<file path="config.mk">
export PLATFORM = sky130hd
export DESIGN_NAME = fetch_unit
export DESIGN_NICKNAME = d
export VERILOG_FILES = /design/src/rtl/riscv_pkg.sv /design/src/rtl/fetch_fifo.sv /design/src/rtl/fetch_unit.sv
export SDC_FILE = /design/constraint.sdc
export NUM_CORES = 1
export LEC_CHECK = 0
export ABC_AREA = 1
export BUFFER_PORTS_ARGS = -buffer_cell sky130_fd_sc_hd__buf_4
export CORE_UTILIZATION = 42
export DETAILED_ROUTE_END_ITERATION = 16
export MAX_ROUTING_LAYER = met4
export PLACE_DENSITY = 0.66
export RECOVER_POWER = 50
export SYNTH_ARGS = -nofsm -noshare
export SYNTH_HDL_FRONTEND = slang
export SYNTH_SLANG_ARGS = --single-unit
export TNS_END_PERCENT = 20
</file>
<file path="constraint.sdc">
create_clock -name clk -period 2.6 [get_ports clk]
set_input_delay 0.13 -clock clk [delete_from_list [all_inputs] [get_ports clk]]
set_output_delay 0.13 -clock clk [all_outputs]
set_load 0.02 [all_outputs]
</file>
<file path="src/rtl/riscv_pkg.sv">
// Shared fetch-side types and constants for the core front end.
package riscv_pkg;

  localparam int ADDR_W = 8;
  localparam logic [ADDR_W-1:0] RESET_PC = '0;
  localparam logic [31:0] BUBBLE_INS = 32'h0;

  typedef struct packed {
    logic [31:0]       ins;
    logic [ADDR_W-1:0] pc;
  } fetch_entry_t;

endpackage

</file>
<file path="src/rtl/fetch_fifo.sv">
// Small synchronous prefetch FIFO of fetch entries; flush wins over push.
module fetch_fifo
  import riscv_pkg::*;
#(
  parameter int DEPTH = 2
) (
  input  logic                         clk,
  input  logic                         Rst,
  input  logic                         push_i,
  input  logic                         pop_i,
  input  logic                         flush_i,
  input  fetch_entry_t                 wdata_i,
  output fetch_entry_t                 rdata_o,
  output logic [$clog2(DEPTH+1)-1:0]   count_o,
  output logic                         empty_o,
  output logic                         full_o
);

  localparam int PW = (DEPTH > 1) ? $clog2(DEPTH) : 1;
  localparam int CW = $clog2(DEPTH + 1);

  fetch_entry_t    mem_q [DEPTH];
  logic [PW-1:0]   wr_q, rd_q;
  logic [CW-1:0]   cnt_q;
  logic            do_push, do_pop;

  assign full_o  = (cnt_q == CW'(DEPTH));
  assign empty_o = (cnt_q == '0);
  assign count_o = cnt_q;
  assign rdata_o = mem_q[rd_q];

  // A push into a full FIFO is only accepted when a pop frees the slot.
  assign do_push = push_i && (!full_o || pop_i);
  assign do_pop  = pop_i && !empty_o;

  always_ff @(posedge clk) begin
    if (Rst || flush_i) begin
      wr_q  <= '0;
      rd_q  <= '0;
      cnt_q <= '0;
    end else begin
      if (do_push) wr_q <= wr_q + PW'(1);
      if (do_pop)  rd_q <= rd_q + PW'(1);
      cnt_q <= cnt_q + CW'(do_push) - CW'(do_pop);
    end
  end

  always_ff @(posedge clk) begin
    if (do_push) mem_q[wr_q] <= wdata_i;
  end

endmodule

</file>
<file path="src/rtl/fetch_unit.sv">
// Instruction-fetch stage: owns the PC, talks to imem via req/gnt/rvalid,
// buffers responses and drives the IF/ID register.
module fetch_unit
  import riscv_pkg::*;
#(
  parameter int                ADDR_W     = riscv_pkg::ADDR_W,
  parameter int                FIFO_DEPTH = 2,
  parameter logic [ADDR_W-1:0] RESET_PC   = riscv_pkg::RESET_PC
) (
  input  logic              clk,
  input  logic              Rst,
  input  logic              debug,
  input  logic              hz,
  input  logic              branch_taken,
  input  logic [ADDR_W-1:0] branoff,
  output logic              imem_req,
  output logic [ADDR_W-1:0] imem_addr,
  input  logic              imem_gnt,
  input  logic              imem_rvalid,
  input  logic [31:0]       imem_rdata,
  output logic [31:0]       ins,
  output logic [ADDR_W-1:0] IF_ID_pres_adr
);

  localparam int CW = $clog2(FIFO_DEPTH + 1);

  logic [ADDR_W-1:0] pc_q, pc_d;
  logic [ADDR_W-1:0] infl_addr_q, infl_addr_d;
  logic              out_q, out_d;
  logic              epoch_q, epoch_d;
  logic              req_epoch_q, req_epoch_d;
  logic              req_q, req_d;
  logic              started_q;
  logic [31:0]       ins_q, ins_d;
  logic [ADDR_W-1:0] pres_q, pres_d;

  fetch_entry_t      push_entry, head;
  logic [CW-1:0]     fifo_count;
  logic [CW:0]       occupancy;
  logic              fifo_empty, fifo_full;
  logic              issue_ok, fire, redirect, rsp, push, pop;

  // Outstanding response reserves a slot so the FIFO can never overflow.
  assign occupancy = {1'b0, fifo_count} + {{CW{1'b0}}, out_q};
  assign issue_ok  = started_q && !debug && !out_q && !branch_taken &&
                     !fifo_full && (occupancy < (CW+1)'(FIFO_DEPTH));

  // A request seen at an edge without grant is held until granted.
  assign imem_req  = req_q || issue_ok;
  assign imem_addr = pc_q;
  assign fire      = imem_req && imem_gnt;
  assign redirect  = branch_taken && !debug;
  assign rsp       = imem_rvalid && out_q;
  assign push      = rsp && (req_epoch_q == epoch_q);
  assign pop       = !debug && !branch_taken && !hz && !fifo_empty;

  assign push_entry = '{ins: imem_rdata, pc: infl_addr_q};

  fetch_fifo #(.DEPTH(FIFO_DEPTH)) u_fifo (
    .clk     (clk),
    .Rst     (Rst),
    .push_i  (push),
    .pop_i   (pop),
    .flush_i (redirect),
    .wdata_i (push_entry),
    .rdata_o (head),
    .count_o (fifo_count),
    .empty_o (fifo_empty),
    .full_o  (fifo_full)
  );

  always_comb begin
    pc_d        = pc_q;
    infl_addr_d = infl_addr_q;
    out_d       = out_q;
    epoch_d     = epoch_q;
    req_epoch_d = req_epoch_q;
    req_d       = imem_req && !imem_gnt && !redirect;
    ins_d       = ins_q;
    pres_d      = pres_q;

    if (rsp) out_d = 1'b0;
    if (fire) begin
      out_d       = 1'b1;
      req_epoch_d = epoch_q;
      infl_addr_d = pc_q;
      pc_d        = pc_q + ADDR_W'(4);
    end
    // A grant coinciding with a redirect stays tagged with the old epoch.
    if (redirect) begin
      pc_d    = branoff & ~ADDR_W'(3);
      epoch_d = ~epoch_q;
    end

    if (debug) begin
      ins_d = ins_q;
    end else if (branch_taken) begin
      ins_d = BUBBLE_INS;
    end else if (hz) begin
      ins_d = ins_q;
    end else if (!fifo_empty) begin
      ins_d  = head.ins;
      pres_d = head.pc;
    end else begin
      ins_d = BUBBLE_INS;
    end
  end

  always_ff @(posedge clk) begin
    if (Rst) begin
      pc_q        <= RESET_PC;
      out_q       <= 1'b0;
      epoch_q     <= 1'b0;
      req_epoch_q <= 1'b0;
      req_q       <= 1'b0;
      started_q   <= 1'b0;
      ins_q       <= BUBBLE_INS;
      pres_q      <= '0;
    end else begin
      pc_q        <= pc_d;
      out_q       <= out_d;
      epoch_q     <= epoch_d;
      req_epoch_q <= req_epoch_d;
      req_q       <= req_d;
      started_q   <= 1'b1;
      ins_q       <= ins_d;
      pres_q      <= pres_d;
    end
  end

  always_ff @(posedge clk) begin
    infl_addr_q <= infl_addr_d;
  end

  assign ins            = ins_q;
  assign IF_ID_pres_adr = pres_q;

endmodule

</file>
==> metrics.cfg, run 1 <==
[floorplanning]
start_util_pct = 43.1
die-area_sq_um = 12800
fp.coreArea_sq_um = 12000
die_height_microns = 113
num_rows = 40
die_w_microns = 113
io_pins = 96

[logic_synthesis]
syn_inst = 421
async_reset_ff_share_pct = 0
yosysTopAreaCell = edfxtp_1
syn-cell-area_sq_um = 5180
synth_common_cells = nand2_1, edfxtp_1, dfxtp_1
synth_seq_cells = 136
yosysWarnings = 0
ys_types = 29
avgSynthCellArea_sq_um = 12.3
synth.top_cell.area_share_pct = 47.5
synth-edff-count = 82
ys.flop_type = edfxtp_1
synth.most_common_cell = nand2_1
synth_area_leaders = edfxtp_1, dfxtp_1, mux2_2
ys_seq_area_share_pct = 68.4

[sta]
setup_violations = 0
fin_ws_ns = 0.773
hold_ws_ns = 0.0337
period_needed_ns = 1.83
worst_slew_margin_rel_pct = 45.8
clock.fmax_ghz = 0.547
fin_crit_sh_pct = 70.3
worst_pin_slew_ns = 0.810
hold_violations = 0
setup-tns-final_ns = 0
fin_worst_skew_ns = 0.00616
finalMaxSlewViolations = 0
rsz0062_at_grt = false

[cts]
cts_root_buf = clkbuf_16
cts_buffers = 17
cts_max_level = 4
cts_post_setup_buffers_inserted = 0
clk_pin_slew_ns = 0.06
cts_buffer_depth = 2
insertion_delay_ns = 0.40
cts.sinks = 136
cts_tree = done

[critical_path]
startpoint_type = register
worstReg2RegStart = u_fifo.count_o[1]
path_class = reg2reg
required_ns = 2.94
cp.arrival_ns = 2.16
critPathLaunch = u_fifo.count_o[1]
crit_path_max_fanout = 4
end_kind = register

[grt]
grt_use_met1_pct = 21.5
grt_pass1_wl_mm = 16.9
grtUsageMet3_pct = 5.52
antenna_found_initial = 0
grt_use_met2_pct = 29.0
grt.busiest_layer = met2
globalRoute.totalOverflow = 0
grt_pass1_vias = 3505
grt_max_degree = 45
grtUsageTotal_pct = 18.0

[detailed_routing]
wl_per_cell_microns = 14.5
vias_per_cell = 4.85
drt_iter0_markers = 170
vias = 3439
drtPass1Iterations = 4
drc = 0
ant_nets = 0
routed_wl_mm = 10.3

[place]
place_ws_ns = 0.835
io_buffers = 89
gp_congestion = 0.821
dpl.hpwl_mm = 6.08

[min_path]
hp-start = branoff[2]
hp-class = in2reg

[cells_and_area]
nets = 600
drive_gt1_share_pct = 22.6
area_growth_pct = 29.7
antenna_cells = 0

[power_and_ir_drop]
leakagePower_nw = 2.43
power_density_nw_per_um2 = 751
ir_drop_mv = 0.376

[status]
status = finished, final reports clean

[run]
max-cap-violations = 0

-- layout make-up --
type	instances	area, sq um
clock buffers	19	443
clock inverters	12	176
fillers	1067	5290
inverters	21	86.3
multi-input cells	246	1390
flip-flops and latches	136	3540
well taps	147	184
repair buffers	128	895
-- report_power, final --
part           internal (W)  total, W  switching (W)
Sequential          0.00231   0.00232      0.0000179
Clock               0.00163   0.00249       0.000868
Combinational      0.000108  0.000228       0.000121
Total               0.00404   0.00504        0.00101
-- metal layers --
layer,part of all wire [%],wire (microns)
met1,45,4660
met4,1.2,121
met3,4.1,421
met5,0,0
met2,49,5090
-- worst paths after layout --
kind	slack, ns	cells past startpoint	to
setup / recovery	0.77	10	u_fifo.count_o[1]
hold / removal	0.03	3	imem_addr[2]
setup reg to reg	0.77	10	u_fifo.count_o[1]
hold reg to reg	0.45	0	u_fifo.mem_q[1][5]
-- registers in the layout, indices dropped and copies added (netlist names), named ones only --
signal	count
out_q	1
u_fifo.rd_q	1
req_epoch_q	1
epoch_q	1
imem_addr	6
u_fifo.count_o	2
IF_ID_pres_adr	6
req_q	1
started_q	1
u_fifo.mem_q	76
infl_addr_q	6
ins	32
u_fifo.wr_q	1
-- cells in the final DEF, fill, tap and decap left out, drive strengths merged --
master and n:
ha 3, dfxtp 54, buf 20, edfxtp 82, nor2 30, inv 21, nand3 15, dlygate4sd3 34
mux2 32, xnor2 1, mux2i 6, nand2 95, or2 2, bufinv 4, conb 4, clkinvlp 2
o21ai 11, xor2 2, clkbuf 93, a21oi 44, clkinv 6, nand4 1
-- critical path: stages, from the launching register on --
cell and delay [ns]:
dfxtp_1 0.34, nor2_1 0.11, nor2_1 0.04, nand2_1 0.16, clkinv_4 0.07, ha_1 0.28, inv_1 0.04, ha_1 0.20
xnor2_1 0.13, or2_2 0.27, a21oi_1 0.11
-- repair_timing --
action | 4_1_cts | 5_1_grt
endpoints found under the hold margin | 66 | 0
hold buffers | 34 | 0
resized for setup | 0 | 0
-- logic make-up after synthesis --
kind of cell    count (synthesis)  synth area share [%]
flops                         136                  68.4
fa+ha+maj                       3                 0.725
buf+inv                        42                  5.00
simple gates                  143                  11.4
xor+xnor                        3                 0.507
compound gates                 55                  5.82
mux                            38                  8.12
other cells                     1                0.0724
-- per-stage QoR --
stage	instance area [sq um]	power (W)	instances	util, %
detailed placement	5940	0.00257	644	49.5
finish	6720	0.00504	709	55.9
floorplan	5190	0.00247	424	-
CTS	6900	0.00509	709	57.5
global placement	5940	0.00256	644	49.5
global route	6720	0.00521	709	55.9
(Power assumes the default switching activity.)
==> inputs of run 2 (changes only) <==
==> constraint.sdc (replaced) <==
create_clock -name clk -period 1.52 [get_ports clk]
set_input_delay 0.076 -clock clk [delete_from_list [all_inputs] [get_ports clk]]
set_output_delay 0.076 -clock clk [all_outputs]
set_load 0.02 [all_outputs]
==> run 2 against run 1 <==
The run now ends with setup timing left. Die area stayed put. Power is 64% higher. Core utilization is 1.7 points higher. Clock skew hardly changed. Setup slack worse by 0.88 ns. Routed wire length is 1.5% lower. Design area is 3.1% higher. Cell count is 2.8% higher. Maximum frequency is 13% higher. Non-clock buffer count is 18 higher. Combinational power is 83% higher. Critical path type unchanged.
==> metrics.cfg, run 2 (synthesis results as in run 1) <==
[floorplanning]
die_w_microns = 113  ; unchanged
io_pins = 96  ; unchanged
die-area_sq_um = 12800  ; unchanged
die_height_microns = 113  ; unchanged
num_rows = 40  ; unchanged
fp.coreArea_sq_um = 12000  ; unchanged
start_util_pct = 43.1  ; unchanged

[detailed_routing]
wl_per_cell_microns = 13.9  ; -4.2%
vias_per_cell = 4.66  ; -4.0%
routed_wl_mm = 10.1  ; -1.5%
ant_nets = 0  ; unchanged
drc = 0  ; unchanged
drtPass1Iterations = 7  ; +3
vias = 3395  ; -1.3%
drt_iter0_markers = 221  ; +30%

[sta]
fin_worst_skew_ns = 0.00581  ; -0.000357 ns
worst_pin_slew_ns = 0.751  ; -0.0598 ns
fin_ws_ns = -0.102  ; -0.875 ns
rsz0062_at_grt = true
finalMaxSlewViolations = 0  ; unchanged
fin_crit_sh_pct = 107  ; +36 points
clock.fmax_ghz = 0.617  ; +13%
worst_slew_margin_rel_pct = 49.8  ; +4.0 points
setup_violations = 1  ; +1
hold_violations = 0  ; unchanged
period_needed_ns = 1.62  ; -0.205 ns

[min_path]
hp-class = in2reg

[critical_path]
worstReg2RegStart = u_fifo.count_o[0]
required_ns = 1.85  ; -1.09 ns
startpoint_type = register
end_kind = register
critPathLaunch = u_fifo.count_o[0]
worstSetupEndpoint = u_fifo.count_o[1]
crit_path_max_fanout = 3  ; -1
r2r_slack_ns = -0.10  ; -0.88 ns
path_class = reg2reg
r2r_cells = 10  ; unchanged
cp.arrival_ns = 1.95  ; -0.21 ns
worst_r2r_endpoint = u_fifo.count_o[1]

[place]
gp_congestion = 0.790  ; -3.7%
place_inst = 652  ; +1.2%
io_buffers = 89  ; unchanged
placed_area_sq_um = 6060  ; +1.9%
dpl.hpwl_mm = 6.33  ; +4.1%

[grt]
grtUsageTotal_pct = 17.2  ; -0.78 points
grt_max_degree = 45  ; unchanged
grt_pass1_vias = 3364  ; -4.0%
grt_pass1_wl_mm = 16.2  ; -4.5%
antenna_found_initial = 1  ; +1
globalRoute.totalOverflow = 0  ; unchanged

[cts]
clk_pin_slew_ns = 0.06  ; about the same
cts_buffer_depth = 2  ; unchanged
cts.sinks = 136  ; unchanged
cts_max_level = 4  ; unchanged
insertion_delay_ns = 0.40  ; about the same
cts_root_buf = clkbuf_16
cts_tree = done
cts_buffers = 17  ; unchanged

[power_and_ir_drop]
power_density_nw_per_um2 = 1190  ; +59%
leakagePower_nw = 2.49  ; +2.2%
ir_drop_mv = 0.710  ; +89%
report.power.total_w = 0.00827  ; +64%

[cells_and_area]
drive_gt1_share_pct = 24.6  ; +2.0 points
area_growth_pct = 33.6
fin_cells = 729  ; +2.8%
regMostFlops = u_fifo.mem_q
largest_reg_flops = 76  ; unchanged
nets = 618  ; +3.0%
final_cell_area_sq_um = 6920  ; +3.1%
mostFrequentLayoutCells = nand2_1, edfxtp_1, clkbuf_1, dfxtp_1, dlygate4sd3_1
layout_commonest_cell = nand2_1

[status]
violations = setup timing
status = complete, but fails checks

[run]
max-cap-violations = 0  ; unchanged

-- run 2: changes by cell type in the layout (fill, tap and decap cells not counted), sizes merged --
cell | before | now
inv | 21 | 19
dlygate4sd3 | 34 | 41
clkinv | 6 | 7
bufinv | 4 | 1
diode | 0 | 1
clkbuf | 93 | 94
buf | 20 | 35
-- run 2: worst min path at each step --
stage                                to            from  cells past startpoint  slack, ns
floorplan                         req_q        imem_gnt                      1       0.15
global placement     u_fifo.mem_q[1][8]   imem_rdata[0]                      1       0.27
detailed placement  u_fifo.mem_q[0][34]  imem_rdata[26]                      1       0.27
CTS                             epoch_q           debug                      4       0.10
global route                    epoch_q           debug                      4       0.14
finish                          epoch_q           debug                      4       0.12
-- run 2: per-stage QoR --
stage	worst slack [ns]	TNS [ns]	hold slack, ns	utilization (%)
after floorplan	-0.251	-17.12	0.148	-
after global placement	-0.0734	-0.0734	0.265	50.4
after detailed placement	-0.130	-0.130	0.267	50.4
after CTS	-0.101	-0.101	0.104	58.9
after global routing	-0.171	-0.449	0.141	57.6
final	-0.102	-0.102	0.118	57.6
-- run 2: critical path, cell delays in order (launching register included) --
cell and delay (ns):
dfxtp_1 0.31, nor2_1 0.10, nor2_1 0.05, nand2_2 0.10, clkinv_4 0.07, ha_4 0.26, inv_2 0.04, ha_4 0.15
xnor2_2 0.13, or2_4 0.23, a21oi_2 0.11
-- run 2: repair_timing --
action | 4_1_cts | 5_1_grt
cloned | 0 | 1
endpoints found under the setup margin | 1 | 82
gates resized for setup | 5 | 6
pin swaps | 4 | 1
hold endpoints to repair | 73 | 0
buffers inserted | 2 | 0
hold buffers | 41 | 0
-- run 2: power breakdown --
| group | switching (W) | total, W | internal [W] |
|---|---|---|---|
| logic | 0.000214 | 0.000417 | 0.000203 |
| clock network | 0.00141 | 0.00387 | 0.00246 |
| registers | 0.0000309 | 0.00398 | 0.00394 |
-- run 2: layout make-up --
class / instances / area [sq um]
clock buffers: 24 / 503
repair buffers: 146 / 1080
inverters: 21 / 90.1
multi-input cells: 246 / 1450
well taps: 147 / 184
clock inverters: 8 / 67.6
flip-flops and latches: 136 / 3550
diodes: 1 / 2.50
fillers: 1021 / 5090
-- run 2: layer usage --
metal	vias to the layer above	share of wire, %	track usage (%)
li1	1735	-	-
met1	1570	47	21.4
met2	79	47	27.2
met3	11	4.9	4.66
met4	0	1.1	6.05
met5	-	0	-
==> inputs of run 3 (changes only) <==
--- a/config.mk
+++ b/config.mk
@@ -10,9 +10,10 @@
 export CORE_UTILIZATION = 42
 export DETAILED_ROUTE_END_ITERATION = 16
 export MAX_ROUTING_LAYER = met4
-export PLACE_DENSITY = 0.66
+export PLACE_DENSITY = 0.65
 export RECOVER_POWER = 50
 export SYNTH_ARGS = -nofsm -noshare
 export SYNTH_HDL_FRONTEND = slang
+export SYNTH_HIERARCHICAL = 1
 export SYNTH_SLANG_ARGS = --single-unit
 export TNS_END_PERCENT = 20
==> constraint.sdc (replaced) <==
create_clock -name clk -period 1.4 [get_ports clk]
set_input_delay 0.07 -clock clk [delete_from_list [all_inputs] [get_ports clk]]
set_output_delay 0.07 -clock clk [all_outputs]
set_load 0.02 [all_outputs]
==> run 3 against run 2 <==
The run still ends with setup timing left. Largest power group unchanged. Clock power up 17%. Via count up 16%. Core utilization up 4.9 points. Clock-buffer cell count down 5. Routed wire length up 21%. Power up 21%. Die area up 4.3%.
==> metrics.cfg, run 3 <==
[cells_and_area]
antenna_cells = 0  ; -1
nets = 680  ; +10%
mostFrequentLayoutCells = edfxtp_1, buf_4, nor2_1, dfxtp_1, o21ai_0
area_growth_pct = 45.3
fin_cells = 815  ; +12%
regMostFlops = u_fifo/mem_q
drive_gt1_share_pct = 36.1  ; +11 points
layout_commonest_cell = edfxtp_1
largest_reg_flops = 80  ; +5.3%

[detailed_routing]
wl_per_cell_microns = 15.0  ; +8.3%
vias = 3943  ; +16%
routed_wl_mm = 12.3  ; +21%
drtPass1Iterations = 4  ; -3
vias_per_cell = 4.84  ; +3.9%
drc = 0  ; unchanged
drt_iter0_markers = 141  ; -36%
ant_nets = 0  ; unchanged

[sta]
hold_violations = 0  ; unchanged
period_needed_ns = 1.66  ; +0.0431 ns
fin_crit_sh_pct = 119  ; +12 points
worst_slew_margin_rel_pct = 57.6  ; +7.8 points
clock.fmax_ghz = 0.601  ; -2.6%
worst_pin_slew_ns = 0.635  ; -0.115 ns
rsz0062_at_grt = true
setup_violations = 96  ; +95
fin_ws_ns = -0.265  ; -0.163 ns
finalMaxSlewViolations = 0  ; unchanged
fin_worst_skew_ns = 0.00863  ; +0.00282 ns

[place]
dpl.hpwl_mm = 7.40  ; +17%
place_ws_ns = -0.326  ; -0.197 ns
io_buffers = 91  ; +2.2%
place_inst = 730  ; +12%
gp_congestion = 0.789  ; -0.22%

[cts]
cts_max_level = 4  ; unchanged
cts_buffers = 17  ; unchanged
cts_root_buf = clkbuf_16
clk_pin_slew_ns = 0.06  ; about the same
cts_buffer_depth = 2  ; unchanged
cts.sinks = 142  ; +4.4%
cts_tree = done
insertion_delay_ns = 0.42  ; +0.02 ns

[logic_synthesis]
async_reset_ff_share_pct = 0  ; unchanged
yosysTopAreaCell = edfxtp_1
synth-edff-count = 86  ; +4.9%
syn-cell-area_sq_um = 5410  ; +4.4%
synth.most_common_cell = edfxtp_1
synth_common_cells = edfxtp_1, nor2_1, dfxtp_1
synth.top_cell.area_share_pct = 47.7  ; +0.21 points
ys.flop_type = edfxtp_1
ys_types = 25  ; -14%
yosysWarnings = 6  ; +6
ys_seq_area_share_pct = 68.5  ; about the same
avgSynthCellArea_sq_um = 12.0  ; -2.3%
synth_seq_cells = 142  ; +4.4%
syn_inst = 450  ; +6.9%
synth_area_leaders = edfxtp_1, dfxtp_1, mux2_2

[run]
max-cap-violations = 0  ; unchanged

[floorplanning]
die-area_sq_um = 13300  ; +4.3%
start_util_pct = 43.0  ; -0.089 points
die_height_microns = 115  ; +2.1%
die_w_microns = 115  ; +2.1%
fp.coreArea_sq_um = 12600  ; +4.6%
io_pins = 96  ; unchanged
num_rows = 41  ; +2.5%

[critical_path]
crit_chain = nor2_4 > nor2_4 > nand2_4 > clkinv_4 > inv_4 > nor2_2 > ha_4 > inv_2 > ha_4 > nand2_2 > nand3_2 > nand2_1 > nor2_1
crit_slowest_cell = dfxtp_4
end_kind = register
path_class = reg2reg
required_ns = 1.74  ; -0.11 ns
slowest_delay_ns = 0.36  ; +0.05 ns
crit_path_max_fanout = 2  ; -1
cp.arrival_ns = 2.01  ; +0.06 ns
startpoint_type = register

[grt]
grt_pass1_vias = 3881  ; +15%
grt_max_degree = 35  ; -22%
grtUsageTotal_pct = 19.7  ; +2.5 points
antenna_found_initial = 0  ; -1
grt_pass1_wl_mm = 18.9  ; +17%
globalRoute.totalOverflow = 0  ; unchanged

[power_and_ir_drop]
p_comb_share_pct = 8.3  ; +3.3 points
power_frac_seq_pct = 46.1  ; -2.0 points
p_sw_share_pct = 22.5  ; +2.4 points
power_frac_clock_pct = 45.6  ; -1.3 points
p_sw_w = 0.00224  ; +35%
internal_power_w = 0.00773  ; +17%
power_density_nw_per_um2 = 1270  ; +6.2%
leakagePower_nw = 3.04  ; +22%
ir_drop_mv = 0.827  ; +16%

[min_path]
hp-class = in2reg

[status]
status = complete, but fails checks
violations = setup timing

-- run 3: stage by stage --
stage | cell area (sq um) | utilization, % | hold slack [ns] | TNS [ns] | power (W)
finish | 7860 | 62.5 | 0.0305 | -15.95 | 0.00996
global route | 7860 | 62.5 | 0.0358 | -21.47 | 0.0103
CTS | 7780 | 61.9 | 0.0228 | -20.46 | 0.0100
detailed placement | 6580 | 52.3 | 0.259 | -16.65 | 0.00541
global placement | 6580 | 52.3 | 0.260 | -12.52 | 0.00540
floorplan | 5460 | - | 0.138 | -45.82 | 0.00503
-- run 3: timing repair --
action / CTS / global route
hold buffers: 40 / 0
pin swaps: 14 / 13
setup buffers: 7 / 3
gates cloned: 1 / 3
hold endpoints to repair: 74 / 0
endpoints found under the setup margin: 91 / 98
resized for setup: 34 / 20
-- run 3: metal layers --
layer	up-vias	share of wire [%]	GRT usage (%)
met1	1921	43	22.6
li1	1924	-	-
met5	-	0	-
met2	81	52	33.4
met3	17	3.3	4.29
met4	0	1.6	8.40
-- run 3: layout make-up --
class / count / area [sq um]
inverter: 25 / 113
multi-input combinational: 266 / 1650
fill: 978 / 4710
timing repair buffer: 178 / 1570
sequential: 142 / 3710
clock buffer: 19 / 433
clock inverter: 13 / 166
tap: 172 / 215
-- run 3: logic make-up after synthesis --
group | Yosys count | share of synthesized area, %
AOI/OAI and AO/OA | 85 | 7.86
xor gates and xnor gates | 1 | 0.162
muxes | 40 | 8.33
DFF | 142 | 68.5
adders and majority gates | 3 | 0.694
buffers and inverters | 47 | 4.39
and+or+nand+nor | 131 | 10.0
other | 1 | 0.0693
-- run 3: worst paths after layout --
| path | startpoint | endpoint | slack [ns] | cells after the start |
|---|---|---|---|---|
| setup / recovery | u_fifo/count_o[1] | u_fifo/count_o[1] | -0.26 | 13 |
| hold / removal | branoff[7] | imem_addr[7] | 0.03 | 5 |
| setup reg to reg | u_fifo/count_o[1] | u_fifo/count_o[1] | -0.26 | 13 |
| hold reg to reg | infl_addr_q[3] | u_fifo/mem_q[0][3] | 0.47 | 0 |
-- run 3: power by group through the flow --
stage	Sequential [W]	Clock [W]	Combinational, W
2_1_floorplan	0.00477	0	0.000267
3_3_place_gp	0.00468	0	0.000716
3_5_place_dp	0.00468	0	0.000730
4_1_cts	0.00460	0.00459	0.000846
5_1_grt	0.00461	0.00478	0.000902
6_report	0.00460	0.00454	0.000824
-- run 3: critical path, delay by kind of cell, from the launching register on --
family | cells | cell delay, ns
simple gates | 8 | 0.69
fa+ha+maj | 2 | 0.39
flops | 1 | 0.36
buf+inv | 3 | 0.15
